## config.mk

```make
export PLATFORM = sky130hd
export DESIGN_NAME = fpga_config_loader
export DESIGN_NICKNAME = d
export VERILOG_FILES = /design/src/rtl/fpga_cfg_pkg.sv /design/src/rtl/fpga_config_loader.sv
export SDC_FILE = /design/constraint.sdc
export NUM_CORES = 2
export LEC_CHECK = 0
export CORE_UTILIZATION = 37
export CTS_BUF_LIST = sky130_fd_sc_hd__clkbuf_4
export CTS_CLUSTER_DIAMETER = 200
export DETAILED_ROUTE_END_ITERATION = 16
export HOLD_SLACK_MARGIN = 0.05
export PLACE_DENSITY = 0.55
export SLEW_MARGIN = 20
export SYNTH_ARGS = -nofsm -noshare
export SYNTH_HDL_FRONTEND = slang
export SYNTH_SLANG_ARGS = --single-unit
```

## constraint.sdc

```tcl
create_clock -name clk -period 43.9 [get_ports clk]
set_clock_uncertainty 0.15 [all_clocks]
set_input_delay 10.975 -clock clk [delete_from_list [all_inputs] [get_ports clk]]
set_output_delay 10.975 -clock clk [all_outputs]
set_load 0.02 [all_outputs]
```

## src/rtl/fpga_cfg_pkg.sv

```systemverilog
// ---------------------------------------------------------------------------
// fpga_cfg_pkg
// Shared constants and types for the fpga_row configuration loader.
//   BRB_BITS / BSB_BITS / LB_BITS : widths of the three select buses
//   CFG_BITS                      : total configuration frame payload in bits
//   NBYTES                        : data bytes per frame (payload rounded up)
//   SYNC_BYTE                     : frame start marker
//   state_t                       : loader FSM states
// ---------------------------------------------------------------------------
package fpga_cfg_pkg;

  localparam int BRB_BITS    = 180;  // 5 routing blocks x 36
  localparam int BSB_BITS    = 432;  // 4 switch blocks x 108
  localparam int LB_BITS     = 20;   // 4 logic blocks x 5
  localparam int CFG_BITS    = BRB_BITS + BSB_BITS + LB_BITS;
  localparam int NBYTES      = (CFG_BITS + 7) / 8;
  localparam int SHADOW_BITS = NBYTES * 8;
  localparam int CNT_W       = $clog2(NBYTES + 1);

  localparam logic [7:0] SYNC_BYTE = 8'hA5;

  typedef enum logic [1:0] {
    IDLE   = 2'd0,
    LOAD   = 2'd1,
    CHECK  = 2'd2,
    COMMIT = 2'd3
  } state_t;

endpackage

```

## src/rtl/fpga_config_loader.sv

```systemverilog
// ---------------------------------------------------------------------------
// fpga_config_loader
// Writer side of the fpga_row configuration interface. Accepts a byte-serial
// frame (SYNC, NBYTES data bytes LSB-first, checksum byte), assembles it in a
// shadow register, and copies it to the select buses only when the checksum
// verifies, so the fabric never sees a partial configuration.
// Ports:
//   clk, rst            clock, asynchronous active-high reset
//   in_data/in_valid    byte stream input; in_ready is the accept side
//   abort               drop the frame in progress, back to IDLE
//   brbselect/bsbselect/lbselect  committed configuration slices
//   cfg_valid           outputs hold a committed configuration
//   cfg_done            one-cycle pulse per commit
//   cfg_error           sticky: last frame failed its checksum
//   busy                frame in progress
// ---------------------------------------------------------------------------
module fpga_config_loader
  import fpga_cfg_pkg::*;
(
  input  logic                clk,
  input  logic                rst,
  input  logic [7:0]          in_data,
  input  logic                in_valid,
  output logic                in_ready,
  input  logic                abort,
  output logic [BRB_BITS-1:0] brbselect,
  output logic [BSB_BITS-1:0] bsbselect,
  output logic [LB_BITS-1:0]  lbselect,
  output logic                cfg_valid,
  output logic                cfg_done,
  output logic                cfg_error,
  output logic                busy
);

  state_t                 state_reg, state_next;
  logic [SHADOW_BITS-1:0] shadow_reg;
  logic [CNT_W-1:0]       cnt_reg;
  logic [7:0]             sum_reg;
  logic [CFG_BITS-1:0]    cfg_reg;
  logic                   cfg_valid_reg;
  logic                   cfg_done_reg;
  logic                   cfg_error_reg;

  logic                   accept;
  logic                   last_data;
  logic                   sum_ok;
  logic                   do_commit;

  // Next-state and handshake decode
  always_comb begin
    state_next = state_reg;
    in_ready   = (state_reg != COMMIT);
    // abort wins over a same-cycle handshake: the byte is simply not taken
    accept     = in_valid && in_ready && !abort;
    last_data  = (cnt_reg == CNT_W'(NBYTES - 1));
    sum_ok     = (8'(sum_reg + in_data) == 8'h00);
    do_commit  = (state_reg == COMMIT) && !abort;

    if (abort) begin
      state_next = IDLE;
    end else begin
      case (state_reg)
        IDLE:    if (accept && (in_data == SYNC_BYTE)) state_next = LOAD;
        LOAD:    if (accept && last_data)              state_next = CHECK;
        CHECK:   if (accept)                           state_next = sum_ok ? COMMIT : IDLE;
        COMMIT:                                        state_next = IDLE;
        default:                                       state_next = IDLE;
      endcase
    end
  end

  always_ff @(posedge clk or posedge rst) begin
    if (rst) begin
      state_reg <= IDLE;
    end else begin
      state_reg <= state_next;
    end
  end

  // Frame assembly, checksum accumulation and output commit
  always_ff @(posedge clk or posedge rst) begin
    if (rst) begin
      shadow_reg    <= '0;
      cnt_reg       <= '0;
      sum_reg       <= '0;
      cfg_reg       <= '0;
      cfg_valid_reg <= 1'b0;
      cfg_done_reg  <= 1'b0;
      cfg_error_reg <= 1'b0;
    end else begin
      cfg_done_reg <= do_commit;

      if (do_commit) begin
        cfg_reg       <= shadow_reg[CFG_BITS-1:0];
        cfg_valid_reg <= 1'b1;
      end

      if (accept) begin
        case (state_reg)
          IDLE: begin
            if (in_data == SYNC_BYTE) begin
              cnt_reg       <= '0;
              sum_reg       <= '0;
              cfg_error_reg <= 1'b0;
            end
          end
          LOAD: begin
            // byte k lands at bits [8k+7:8k]
            shadow_reg[{cnt_reg, 3'b000} +: 8] <= in_data;
            cnt_reg <= cnt_reg + CNT_W'(1);
            sum_reg <= sum_reg + in_data;
          end
          CHECK: begin
            if (!sum_ok) cfg_error_reg <= 1'b1;
          end
          default: begin
          end
        endcase
      end
    end
  end

  assign brbselect = cfg_reg[BRB_BITS-1:0];
  assign bsbselect = cfg_reg[BRB_BITS+BSB_BITS-1:BRB_BITS];
  assign lbselect  = cfg_reg[CFG_BITS-1:BRB_BITS+BSB_BITS];
  assign cfg_valid = cfg_valid_reg;
  assign cfg_done  = cfg_done_reg;
  assign cfg_error = cfg_error_reg;
  assign busy      = (state_reg != IDLE);

endmodule

```

Word-level counts from Yosys, hierarchy flattened
Cells that the tools add are included.
{"block": "op_classes", "n_addsub": 3, "n_eq_ne": 11, "shifts": 2, "muxes": 14, "n_reduce_logical": 15}
{"cell": "bitwise mux 632 bit", "n": 1}
{"cell": "variable shift 8 x 12 -> 632 bit (first input constant)", "n": 1}
{"cell": "indexed part select 8 x 12 -> 632 bit", "n": 1}
{"cell": "one-hot mux 8 bit (2 select lines)", "n": 1}
{"cell": "one-hot mux 7 bit (2 select lines)", "n": 1}
{"cell": "negator 10 -> 12 bit", "n": 1}
{"cell": "two-way mux 2 bit", "n": 5}
{"cell": "!= test 3 bit (second input constant)", "n": 3}
{"cell": "adder 8 bit", "n": 1}
{"cell": "equality test 8 bit (second input constant)", "n": 1}
{"cell": "logical NOT 8 bit", "n": 1}
{"cell": "two-way mux 8 bit", "n": 1}
{"cell": "one-hot mux 2 bit (4 select lines)", "n": 1}
{"cell": "adder 7 x 1 -> 7 bit (second input constant)", "n": 1}
{"cell": "equality test 7 bit (second input constant)", "n": 1}
{"cell": "two-way mux 7 bit", "n": 1}
{"cell": "!= test 2 bit (second input constant)", "n": 3}
{"cell": "AND reduction 3 bit", "n": 2}
{"cell": "nonzero test 2 bit", "n": 3}
{"cell": "logical AND 1 bit", "n": 5}
{"cell": "equality test 2 bit (second input constant)", "n": 2}
{"cell": "AND reduction 4 bit", "n": 1}
{"cell": "equality test 2 x 1 -> 1 bit (second input constant)", "n": 1}
{"cell": "logical NOT 2 bit", "n": 1}
{"cell": "4 further kinds", "n": 5}
{"block": "word_totals", "ff_bits": 1284, "wordCells": 53}

Depth between registers and ports, before layout
{"block": "depth", "depth_word": 7, "ltp_mapped": 12}

Least setup slack after synthesis
No wires, ideal clock.
{"block": "synth_timing", "path_kind": "input port to flip-flop", "start": "in abort", "end": "reg shadow_reg[288]", "setup_time_ps": 125, "arrival_ps": 13180, "t_required_ps": 43625, "setup_slack_ps": 30446, "stages": 7, "n_path_buf": 2, "cell_sequence": "clkbuf_1 > nor4bb_1 > o31ai_1 > a2111o_1 > buf_6 > nor3_4 > mux2_2"}
{"block": "synth_via", "elab_chain_cells": 3}
{"element": "start, declared", "line_no": "fpga_config_loader.sv:25", "rtl": "input logic abort,"}
{"element": "logical NOT 1 bit", "line_no": "fpga_config_loader.sv:54", "rtl": "accept = in_valid && in_ready && !abort;"}
{"element": "logical AND 1 bit", "line_no": "fpga_config_loader.sv:54"}
{"element": "AND reduction 2 bit (no line)"}
{"element": "end signal, assigned by index", "line_no": "fpga_config_loader.sv:109", "rtl": "shadow_reg[{cnt_reg, 3'b000} +: 8] <= in_data;"}
{"element": "end, declared", "line_no": "fpga_config_loader.sv:36", "rtl": "logic [SHADOW_BITS-1:0] shadow_reg;"}
No other way between the ends.
A chain may end at the register's enable or synchronous reset.

==> reports/metrics.yaml <==
number_of_buffers_created_by_cts: 362
cell_area_after_synthesis_mm2: 0.0507
proportion_of_synthesized_chip_area_in_sequential_cells_pct: 63.3
grt_remaining_overflow: 0
fp.dieW_um: 372
worst_setup_hold_path_clk_slew_ns: 0.07
seq_power_share_pct: 51.1
detail_route.wirelength_um: 163000
clock.fmax_mhz: 66.5
place_hpwl_um: 107000
cap_viol_max_count: 0
clock_path_buffers: 4
wl_per_cell_um: 21.9
rsz0062_at_grt: "false"
drcViolationCount: 0
final.period_utilization_pct: 34.2
crit_required_ns: 44.99
syn-num-nets: 4616
viasPerCell: 4.91
global_route_wire_length_before_repair_um: 241000
final_max_slew_viol_count: 0
synth.ff_latch_count: 1284
async_flop_share_pct: 100
ctsHtreeMaxLevel: 5
post_route_design_area_mm2: 0.0635
via_count: 36527
worst_skew_pair.late_latency_ns: 1.31
worst_slew_slack_as_a_fraction_of_its_limit_pct: 14.7
core_box_area_mm2: 0.136
globalRouteTotalUtil_pct: 23.6
numPortBuffers: 648
outcome: "finished clean"
yosys_warnings: 0
data_arrival_time_of_the_worst_path_ns: 16.12
cts-root-buf: "clkbuf_4"
setup.worst_path.start_class: "input pin"
switching_power_share_of_the_total_pct: 23.9
period_needed_ns: 15.03
regToRegSetupSlack_ns: 39.13
detailed_place.area_mm2: 0.0591
cts-hold-fix-buffers: 0
post-cts-setup-buffer-count: 0
area_growth_syn_to_layout_pct: 25.2
first_global_vias: 37198
synth_cell_type_count: 64
totalNegativeSetupSlack_ns: 0
cts.repair.resized: 0
setup_viol: 0
tightest_slew_ns: 1.28
final_layout_size_suffix_gt1_share_pct: 22.8
drt_pass1_iterations: 5
p_leak_uw: 0.0330
initial_antenna_violation_count: 9
clockPowerShare_pct: 45.6
end_kind: "async pin"
final_core_util_pct: 46.8
timing_worst_setup_path_type: "in2async"
worst-path-max-fanout: 178
synthCells: 4590
syn-mean-instance-area_um2: 11.1
net-switching-power_uw: 557
final_nets: 5444
worstHoldPathType: "reg2reg"
synth_enable_flop_cells: 0
irDropWorstVdd_mv: 0.0213
final.fill_count: 13018
detail-route-antenna-nets: 0
intPower_uw: 1770
rows: 135
fp.dieH_um: 372
finalPower_uw: 2330
boundaryPins: 649
hold_violations: 0
cts_tree: "yes"
finalWeightedCongestion: 0.780
power_density_mw_per_mm2: 36.6
synth_ff_type: "dfrtp_1"
share_comb_of_total_power_pct: 3.3
clock_sinks: 1284
start_util_pct: 37.4
grt_start_max_net_pins: 217
die_area_mm2: 0.139
drtIter0Drc: 2674
==> worst max-delay path, cell delays in order <==
cell	delay (ns)
clkdlybuf4s50_1	0.46
clkinvlp_4	0.60
buf_4	0.80
buf_12	0.62
buf_4	0.87
buf_4	0.71
buf_6	0.65
==> final timing paths <==
path / end / startpoint / cells past startpoint
worst max-delay path: shadow_reg[408]$_DFFE_PP0P_ / rst / 7
worst max register to register: shadow_reg[453]$_DFFE_PP0P_ / cnt_reg[0]$_DFFE_PP0P_ / 7
worst min-delay path: cfg_reg[277]$_DFFE_PP0P_ / shadow_reg[277]$_DFFE_PP0P_ / 2
min in group asynchronous: shadow_reg[390]$_DFFE_PP0P_ / rst / 2
worst min register to register: cfg_reg[277]$_DFFE_PP0P_ / shadow_reg[277]$_DFFE_PP0P_ / 2
max in group clk: busy / state_reg[0]$_DFFE_PP0P_ / 2
==> cell usage after synthesis (all sizes together) (2+ instances only) <==
master   instances  area (um^2)
buf             33          174
o31ai           10         88.8
or3              9         56.3
nor2b            9         56.3
nand4           18          113
nand3           50          250
dfrtp         1284        32100
o21bai           2         15.0
xor2             5         43.8
or2              8         50.1
mux2           592         6670
o21ai           49          245
xnor2            6         52.6
a22o            14          123
inv             31          116
mux2i           24          240
nand2b           6         37.5
nor2            88          330
a2111oi          2         36.3
or4              8         60.1
nand2         1916         7190
nor3b           12          105
ha              13          163
o2111ai          2         17.5
clkbuf         212          796
a21oi           10         50.1
and3            12         75.1
a211oi           2         15.0
a2111o           2         22.5
nor3            80          682
o211ai           4         30.0
nor4            18          292
and2            42          263
==> through the flow <==
stage	std cells	hold WS [ns]	setup slack, ns
floorplan	4590	0.282	15.02
global placement	6835	0.292	27.06
detailed placement	6835	0.294	27.02
CTS	7425	0.202	28.47
global route	7430	0.250	28.23
finish	7439	0.211	28.87
==> routing by layer <==
layer	wire (um)	up-vias	global-route usage, %
li1	-	16806	-
met1	69500	18442	30.8
met4	3920	0	7.76
met2	78000	1082	37.7
met3	11400	197	6.59
met5	0	-	0
==> cell usage in the layout (no fill, tap or decap), types with 4 or more instances in the layout <==
cell type           n
nor2_1             87
or2_2               5
inv_2               5
or3_1               9
clkinv_1           36
nand3_1            48
inv_1              30
nor4_4             11
nor3_4             21
or4_1               8
and3_1             12
buf_12              6
mux2i_1            24
nand2_1          1916
clkinv_2            7
nor3_2             11
nor3b_1             9
nor4_2              5
mux2_2            586
dfrtp_1          1283
a22o_1             14
nand4_1            18
nor3_1             48
nand2b_1            5
o211ai_1            4
o21ai_1             9
buf_2               8
xnor2_2             4
xor2_1              4
and2_1             41
o21ai_0            40
diode_2            14
clkbuf_4          538
o31ai_1             9
buf_4              53
a21oi_1             8
nor2b_1             9
ha_1               13
mux2_1              6
clkdlybuf4s50_1   640
==> kinds of logic (layout without fill, tap and decap cells) <==
group	Yosys count	count (layout)	share of synthesized area, %
simple gates	2280	2280	18.9
flops	1284	1284	63.3
mux	616	616	13.6
buf+inv	277	1331	2.15
compound gates	108	108	1.45
fa+ha+maj	14	14	0.360
xor+xnor	11	11	0.190
other cells	0	14	0
==> power groups by stage <==
stage	Combinational (uW)	Sequential (uW)	Clock, uW
global placement	78.4	1210	0
CTS	79.0	1190	1100
global route	84.8	1190	1160
finish	76.5	1190	1060
detailed placement	78.9	1210	0
floorplan	42.1	1210	0
==> area by class of cell <==
cell class | count | area (um^2) | area share (%)
clock inverter | 52 | 287 | 0.451
timing repair buffer | 709 | 6990 | 11.0
antenna | 14 | 35.0 | 0.0552
tap | 1781 | 2230 | 3.51
sequential | 1284 | 32100 | 50.6
inverter | 32 | 131 | 0.207
clock buffer | 538 | 4040 | 6.36
multi-input combinational | 3029 | 17700 | 27.8
Note: power is estimated with default switching activity, not from simulation.
